--- src/rtl/vita_sched_pkg.sv ---
// Shared types for the VITA-timed pulse scheduler: command record, FSM states, wave codes.
// The late-command policy is selected in the top by SCHED_LATE_DROP_EN.
package vita_sched_pkg;

    // Commands store the pulse count at its widest so the record layout is fixed.
    localparam int NP_W_MAX = 32;

    localparam logic [2:0] WAVE_CHIRP = 3'd0;
    localparam logic [2:0] WAVE_TONE  = 3'd1;
    localparam logic [2:0] WAVE_RAMP  = 3'd2;

    typedef struct packed {
        logic [63:0]         trig_time;
        logic [31:0]         len_pri;
        logic [31:0]         duration;
        logic [2:0]          wave_type;
        logic [NP_W_MAX-1:0] npulses;
    } sched_cmd_t;

    localparam int SCHED_CMD_W = $bits(sched_cmd_t);

    typedef enum logic [1:0] {
        IDLE  = 2'd0,
        ARM   = 2'd1,
        RUN   = 2'd2,
        DRAIN = 2'd3
    } sched_state_t;

    // A train with no beats or no pulses completes without ever running.
    function automatic logic is_null_cmd(input sched_cmd_t c);
        return (c.len_pri == 32'd0) || (c.npulses == '0);
    endfunction

endpackage

--- src/rtl/sched_cmd_fifo.sv ---
// Synchronous command FIFO with occupancy output; no write bypass when full.
// The head is read combinationally so the scheduler can pop and load in one cycle.
module sched_cmd_fifo
    import vita_sched_pkg::*;
#(
    parameter int DEPTH = 4
)(
    input  logic                   sClk,
    input  logic                   reset,
    input  logic                   i_push,
    output logic                   o_ready,
    input  logic [SCHED_CMD_W-1:0] i_data,
    input  logic                   i_pop,
    output logic [SCHED_CMD_W-1:0] o_head,
    output logic                   o_empty,
    output logic [$clog2(DEPTH):0] o_level
);

    localparam int AW = $clog2(DEPTH);

    logic [SCHED_CMD_W-1:0] r_mem [DEPTH];
    logic [AW-1:0]          r_wr_ptr;
    logic [AW-1:0]          r_rd_ptr;
    logic [AW:0]            r_level;
    logic                   w_full;
    logic                   w_push;
    logic                   w_pop;

    assign w_full  = (r_level == (AW+1)'(DEPTH));
    assign o_empty = (r_level == '0);
    assign o_ready = !w_full;
    assign o_level = r_level;
    assign o_head  = r_mem[r_rd_ptr];
    assign w_push  = i_push && !w_full;
    assign w_pop   = i_pop && !o_empty;

    always_ff @(posedge sClk) begin
        if (w_push) begin
            r_mem[r_wr_ptr] <= i_data;
        end
    end

    always_ff @(posedge sClk) begin
        if (reset) begin
            r_wr_ptr <= '0;
            r_rd_ptr <= '0;
            r_level  <= '0;
        end else begin
            if (w_push) begin
                r_wr_ptr <= r_wr_ptr + AW'(1);
            end
            if (w_pop) begin
                r_rd_ptr <= r_rd_ptr + AW'(1);
            end
            case ({w_push, w_pop})
                2'b10:   r_level <= r_level + (AW+1)'(1);
                2'b01:   r_level <= r_level - (AW+1)'(1);
                default: r_level <= r_level;
            endcase
        end
    end

endmodule

--- src/rtl/vita_pulse_sched.sv ---
// Buffers timed pulse-train commands and releases each to the generator at its VITA time.
// Define SCHED_LATE_DROP_EN to discard late commands instead of firing them immediately.
module vita_pulse_sched
    import vita_sched_pkg::*;
#(
    parameter int DEPTH     = 4,
    parameter int NP_W      = 16,
    parameter int DRAIN_CYC = 2
)(
    input  logic                   sClk,
    input  logic                   reset,
    input  logic                   cmd_valid,
    output logic                   cmd_ready,
    input  logic [63:0]            cmd_time,
    input  logic [31:0]            cmd_len_pri,
    input  logic [31:0]            cmd_duration,
    input  logic [2:0]             cmd_type,
    input  logic [NP_W-1:0]        cmd_npulses,
    input  logic [63:0]            vita_time,
    input  logic                   mon_tvalid,
    input  logic                   mon_tready,
    input  logic                   abort,
    output logic                   sRun,
    output logic [31:0]            len_PRI,
    output logic [31:0]            duration_wave,
    output logic [2:0]             type_wave,
    output logic [63:0]            vita_time_trigger,
    output logic                   busy,
    output logic [$clog2(DEPTH):0] fifo_level,
    output logic                   done_pulse,
    output logic                   late_pulse,
    output logic                   abort_pulse
);

    localparam int DW = $clog2(DRAIN_CYC + 1);

    sched_state_t          r_state;
    sched_state_t          w_state_next;
    sched_cmd_t            r_act;
    sched_cmd_t            w_cmd_in;
    sched_cmd_t            w_head;
    logic [NP_W_MAX-1:0]   w_np_ext;
    logic [NP_W_MAX-1:0]   w_pulse_ext;
    logic [SCHED_CMD_W-1:0] w_head_flat;
    logic                  w_fifo_empty;
    logic                  w_pop;
    logic                  w_beat;
    logic                  w_last_beat;
    logic                  w_last_pulse;
    logic                  w_train_end;
    logic                  w_null_cmd;
    logic                  w_is_late;
    logic                  w_time_hit;
    logic                  w_drain_end;
    logic                  w_srun_next;
    logic                  w_done_next;
    logic                  w_late_next;
    logic                  w_abort_next;
    logic                  r_srun;
    logic                  r_done;
    logic                  r_late;
    logic                  r_abort;
    logic                  r_first_arm;
    logic [31:0]           r_beat_cnt;
    logic [NP_W-1:0]       r_pulse_cnt;
    logic [DW-1:0]         r_drain_cnt;

    always_comb begin
        w_np_ext              = '0;
        w_np_ext[NP_W-1:0]    = cmd_npulses;
        w_pulse_ext           = '0;
        w_pulse_ext[NP_W-1:0] = r_pulse_cnt;
    end

    assign w_cmd_in = '{trig_time: cmd_time, len_pri: cmd_len_pri, duration: cmd_duration,
                        wave_type: cmd_type, npulses: w_np_ext};
    assign w_head   = w_head_flat;

    sched_cmd_fifo #(
        .DEPTH (DEPTH)
    ) u_fifo (
        .sClk    (sClk),
        .reset   (reset),
        .i_push  (cmd_valid),
        .o_ready (cmd_ready),
        .i_data  (w_cmd_in),
        .i_pop   (w_pop),
        .o_head  (w_head_flat),
        .o_empty (w_fifo_empty),
        .o_level (fifo_level)
    );

    assign w_beat       = mon_tvalid && mon_tready;
    assign w_last_beat  = (r_beat_cnt == r_act.len_pri - 32'd1);
    assign w_last_pulse = (w_pulse_ext == r_act.npulses - 32'd1);
    assign w_train_end  = w_beat && w_last_beat && w_last_pulse;
    assign w_null_cmd   = is_null_cmd(r_act);
    // Lateness is judged only on the first ARM cycle; later cycles simply wait for the time.
    assign w_is_late    = r_first_arm && (r_act.trig_time < vita_time);
    assign w_time_hit   = (vita_time >= r_act.trig_time);
    assign w_drain_end  = (r_drain_cnt == DW'(DRAIN_CYC - 1));

    always_ff @(posedge sClk) begin
        if (reset) begin
            r_state <= IDLE;
        end else begin
            r_state <= w_state_next;
        end
    end

    always_comb begin
        w_state_next = r_state;
        w_pop        = 1'b0;
        case (r_state)
            IDLE: begin
                if (!w_fifo_empty) begin
                    w_pop        = 1'b1;
                    w_state_next = ARM;
                end
            end
            ARM: begin
                if (abort || w_null_cmd) begin
                    w_state_next = DRAIN;
                end else if (w_is_late) begin
`ifdef SCHED_LATE_DROP_EN
                    w_state_next = DRAIN;
`else
                    w_state_next = RUN;
`endif
                end else if (w_time_hit) begin
                    w_state_next = RUN;
                end
            end
            RUN: begin
                if (abort || w_train_end) begin
                    w_state_next = DRAIN;
                end
            end
            DRAIN: begin
                if (w_drain_end) begin
                    w_state_next = IDLE;
                end
            end
            default: w_state_next = IDLE;
        endcase
    end

    // sRun is a registered copy of "next state is RUN", so it rises one cycle after the fire decision.
    always_comb begin
        busy         = (r_state != IDLE);
        w_srun_next  = (w_state_next == RUN);
        w_abort_next = abort && ((r_state == ARM) || (r_state == RUN));
        w_done_next  = !abort && (((r_state == ARM) && w_null_cmd) ||
                                  ((r_state == RUN) && w_train_end));
        w_late_next  = !abort && (r_state == ARM) && !w_null_cmd && w_is_late;
    end

    always_ff @(posedge sClk) begin
        if (reset) begin
            r_act       <= '0;
            r_srun      <= 1'b0;
            r_done      <= 1'b0;
            r_late      <= 1'b0;
            r_abort     <= 1'b0;
            r_first_arm <= 1'b0;
            r_beat_cnt  <= '0;
            r_pulse_cnt <= '0;
            r_drain_cnt <= '0;
        end else begin
            r_srun      <= w_srun_next;
            r_done      <= w_done_next;
            r_late      <= w_late_next;
            r_abort     <= w_abort_next;
            r_first_arm <= w_pop;
            if (w_pop) begin
                r_act <= w_head;
            end
            if (r_state != RUN) begin
                r_beat_cnt  <= '0;
                r_pulse_cnt <= '0;
            end else if (w_beat) begin
                if (w_last_beat) begin
                    r_beat_cnt  <= '0;
                    r_pulse_cnt <= r_pulse_cnt + NP_W'(1);
                end else begin
                    r_beat_cnt <= r_beat_cnt + 32'd1;
                end
            end
            if (r_state == DRAIN) begin
                r_drain_cnt <= r_drain_cnt + DW'(1);
            end else begin
                r_drain_cnt <= '0;
            end
        end
    end

    assign sRun              = r_srun;
    assign len_PRI           = r_act.len_pri;
    assign duration_wave     = r_act.duration;
    assign type_wave         = r_act.wave_type;
    assign vita_time_trigger = r_act.trig_time;
    assign done_pulse        = r_done;
    assign late_pulse        = r_late;
    assign abort_pulse       = r_abort;

endmodule

--- config.mk ---
export PLATFORM = sky130hd
export DESIGN_NAME = vita_pulse_sched
export DESIGN_NICKNAME = d
export VERILOG_FILES = /design/src/rtl/vita_sched_pkg.sv /design/src/rtl/sched_cmd_fifo.sv /design/src/rtl/vita_pulse_sched.sv
export SDC_FILE = /design/constraint.sdc
export NUM_CORES = 1
export LEC_CHECK = 0
export BUFFER_PORTS_ARGS = -buffer_cell sky130_fd_sc_hd__buf_2
export CELL_PAD_IN_SITES_DETAIL_PLACEMENT = 2
export CELL_PAD_IN_SITES_GLOBAL_PLACEMENT = 2
export CORE_ASPECT_RATIO = 0.6
export CORE_MARGIN = 2
export CORE_UTILIZATION = 35
export DETAILED_ROUTE_END_ITERATION = 16
export PLACE_DENSITY = 0.68
export SKIP_LAST_GASP = 1
export SLEW_MARGIN = 20
export SYNTH_ARGS = -nofsm -noshare
export SYNTH_HDL_FRONTEND = slang
export SYNTH_SLANG_ARGS = --single-unit
--- constraint.sdc ---
create_clock -name sClk -period 7.17 [get_ports sClk]
set_input_delay 0.717 -clock sClk [delete_from_list [all_inputs] [get_ports sClk]]
set_output_delay 0.717 -clock sClk [all_outputs]
set_load 0.05 [all_outputs]
==> results.rst <==
.. list-table::
   :header-rows: 1

   * - Metric
     - Value
   * - Time the worst path needs with I/O delays and setup
     - 4.530 ns
   * - Via-to-Cell Ratio
     - 5.207
   * - Violation count after the first detailed-routing iteration
     - 1048
   * - WHS
     - 0.2705 ns
   * - Count of unresolved DRC violations after routing
     - 0
   * - Num Clock Sinks
     - 799
   * - Clk root buf
     - clkbuf_16
   * - Critical path type
     - flip-flop to flip-flop
   * - Relative slew slack
     - 30.49%
   * - Global Route Usage Sum
     - 19.73%
   * - Antenna violations before repair
     - 17
   * - Crit share post-route
     - 63.18%
   * - Pin slew with the least headroom to its limit
     - 1.033 ns
   * - Register area share after synthesis
     - 65.19%
   * - CP max FO
     - 29
   * - Count of port buffers added during placement
     - 356
   * - Total of flip-flops plus latches after synthesis
     - 799
   * - Final hold violation count
     - 0
   * - Top cells by area, synth
     - edfxtp_1 (53%), dfxtp_1 (13%), mux4_2 (9.9%)
   * - Die area
     - 0.09848 mm²
   * - Number of antenna-violating nets in the routed design
     - 0
   * - Max Clock Freq
     - 220.7 MHz
   * - Routability congestion estimate from global placement
     - 0.8530
   * - Worst EP required
     - 7.70 ns
   * - Cts bufs inserted
     - 79
   * - Number of buffer and inverter stages on the critical path
     - 3
   * - Slowest-stage cell, CP
     - nand3_1
   * - Clock slew at the register clock pins of the worst setup and hold paths
     - 0.07 ns
   * - Critical Path AT
     - 5.06 ns
   * - Power density relative to cell area
     - 436.8 mW/mm²
   * - Gate family responsible for the most delay along the worst path
     - simple AND/OR/NAND/NOR gates
   * - Result of the run
     - finished, final reports clean
   * - Post-CTS setup-driven buffer insertion count
     - 0
   * - Syn Inst Count
     - 2382
   * - Proportion of layout cells with a drive suffix above 1
     - 25.16%
   * - Die Y
     - 243.9 µm
   * - Clock latency on the worst-skew pair
     - 0.66 ns
   * - Width of the die
     - 403.8 µm
   * - Average routed wire per standard cell
     - 24.90 µm
   * - DP Wirelength
     - 64.45 mm
   * - Static Leakage
     - 13.20 nW
   * - Effective utilization at floorplan
     - 35.53%
   * - Vias in the first global route
     - 22739
   * - Startpoint type of the worst setup path
     - flip-flop
   * - Share of synthesized registers carrying an async set or reset
     - 0%
   * - Worst reg-to-reg setup slack
     - 2.64 ns
   * - Std-Cell Core Area
     - 0.09449 mm²
   * - Endpoint kind of the worst setup timing path
     - flip-flop
   * - CTS max path bufs
     - 3
   * - Maximum VDD drop
     - 216.3 µV
   * - Max-Cap Viols
     - 0
   * - First-pass GRT wire length
     - 146.3 mm
   * - Largest net degree at the start of global routing
     - 101
   * - H-tree Lvls
     - 3
   * - Top cells by instance count after synthesis
     - edfxtp_1 (588), nand2_1 (349), dfxtp_1 (211)
   * - Top cell by count, worst path
     - buf_4
   * - Sequence of cells on the critical path
     - inv_1 > ha_1 > nor4b_1 > buf_4 > nand4_1 > or3_1 > mux2_2 > a32o_1 > nor3_1 > nand3_1 > o21ai_2 > buf_4 > nor2_1
   * - Post-cts sizing count
     - 0
   * - Mean area per synthesized cell
     - 14.09 µm²
   * - Dominant cell type by area after synthesis
     - edfxtp_1
   * - Final total negative setup slack
     - 0 ns
   * - Setup Viol. Count Final
     - 0
   * - # nets final
     - 2904
   * - Unrepaired setup endpoints after global routing
     - no
   * - I/O pin total
     - 357
   * - Clock skew
     - 0.02412 ns
   * - Netlist area before placement
     - 0.03357 mm²
   * - Worst min-delay path class
     - primary input to flip-flop
   * - Total global routing overflow
     - 0
   * - Growth of design area from synthesis to finish
     - 14.54%
   * - Routed WL
     - 97.63 mm
   * - Library cells used by synthesis
     - 71
   * - Nets in the synthesized netlist
     - 2681
   * - Number of fill cells in the layout
     - 9382
   * - TritonCTS clock tree
     - yes
   * - Final-report max-slew violation count
     - 0
   * - CTS Hold Buffers Added
     - 0
   * - Most used flip-flop cell after synthesis
     - edfxtp_1
   * - Yosys warning total
     - 0
   * - Standard-cell rows
     - 87
   * - Count of TritonRoute iterations in the first routing pass
     - 5
   * - Critical Path Max Stage Delay
     - 0.72 ns
   * - Total number of vias
     - 20418
   * - Count leader, synth
     - edfxtp_1
   * - Number of enable flip-flop cells after synthesis
     - 588
   * - Top cell type's share of synthesized area
     - 52.60%
==> flip-flops by register name, indices dropped and copies added (netlist names), 2 cells and up <==
name               cells
duration_wave         32
len_PRI               32
r_act                 16
r_beat_cnt            32
r_drain_cnt            2
r_pulse_cnt           16
r_state                2
type_wave              3
u_fifo.o_level         3
u_fifo.r_mem         588
u_fifo.r_rd_ptr        2
u_fifo.r_wr_ptr        2
vita_time_trigger     64
==> placed cells by master (no fill, tap or decap), types with 14 or more instances in the layout <==
cell type / netlist / routed
edfxtp_1: 588 / 588
buf_2: 1 / 355
nand2_1: 349 / 349
dfxtp_1: 211 / 209
a21oi_1: 183 / 183
mux4_2: 147 / 147
inv_1: 90 / 90
ha_1: 81 / 81
clkbuf_16: 0 / 81
nor2_1: 80 / 80
xnor2_1: 53 / 53
nand3_1: 40 / 40
xor2_1: 37 / 37
nand4_1: 23 / 23
nor4_1: 22 / 22
nor3_1: 21 / 21
clkbuf_1: 81 / 17
and3_1: 20 / 16
o21ai_0: 16 / 15
clkinv_2: 0 / 15
nand2b_1: 15 / 14
==> cells by family after synthesis <==
kind of cell | after synthesis | synth area share [%]
xor gates and xnor gates | 90 | 2.348
adders and majority gates | 82 | 3.079
buffers and inverters | 321 | 5.069
DFF | 799 | 65.19
muxes | 158 | 10.20
and+or+nand+nor | 659 | 9.266
AOI/OAI and AO/OA | 273 | 4.853
==> power breakdown <==
part / internal (mW) / switching (mW)
logic: 1.90 / 4.23
clock network: 2.43 / 1.87
registers: 5.75 / 0.611
total: 10.1 / 6.71
==> worst register-to-register path: stages (launching register included) <==
cell and delay [ns]:
dfxtp_1 0.37, inv_1 0.08, ha_1 0.25, nor4b_1 0.30
buf_4 0.22, nand4_1 0.23, or3_1 0.45, mux2_2 0.29
a32o_1 0.30, nor3_1 0.24, nand3_1 0.72, o21ai_2 0.46
buf_4 0.38, nor2_1 0.12
==> worst paths after layout <==
| kind | to | depth (start not counted) | start |
|---|---|---|---|
| setup / recovery | r_beat_cnt[29] | 13 | len_PRI[0] |
| hold reg to reg | r_drain_cnt[0] | 1 | r_drain_cnt[0] |
| setup reg to reg | r_beat_cnt[29] | 13 | len_PRI[0] |
| hold / removal | u_fifo.r_mem[1][123] | 1 | cmd_time[40] |
==> routing by layer <==
metal	share of wire [%]	track usage [%]	routed length, µm	vias up
met3	3.8	3.492	3682	138
met5	0.11	0	109	-
met1	46	26.71	44440	10725
li1	-	-	-	9170
met4	1.9	4.609	1857	16
met2	49	33.05	47530	369
==> layout make-up <==
type | instances | area, µm² | share of cell area (%)
Clock inverter | 42 | 467.9 | 1.217
Tap cell | 1246 | 1559 | 4.055
Sequential cell | 799 | 21890 | 56.93
Multi-Input combinational cell | 1262 | 10020 | 26.06
Clock buffer | 105 | 2187 | 5.688
Inverter | 91 | 346.6 | 0.9014
Antenna cell | 4 | 10.01 | 0.02603
Timing Repair Buffer | 372 | 1971 | 5.125
==> per-stage QoR <==
stage	worst slack [ns]	instance area (µm²)	util [%]	total power, mW	instances
3_5_place_dp	2.671	35780	37.87	12.64	3770
4_1_cts	2.635	38440	40.68	17.01	3917
5_1_grt	2.224	38450	40.69	17.69	3920
6_report	2.640	38450	40.69	16.79	3921
3_3_place_gp	2.821	35780	37.87	12.31	3770
2_1_floorplan	1.817	33570	-	10.99	2382
No activity file was read; power rests on OpenSTA's default activity.
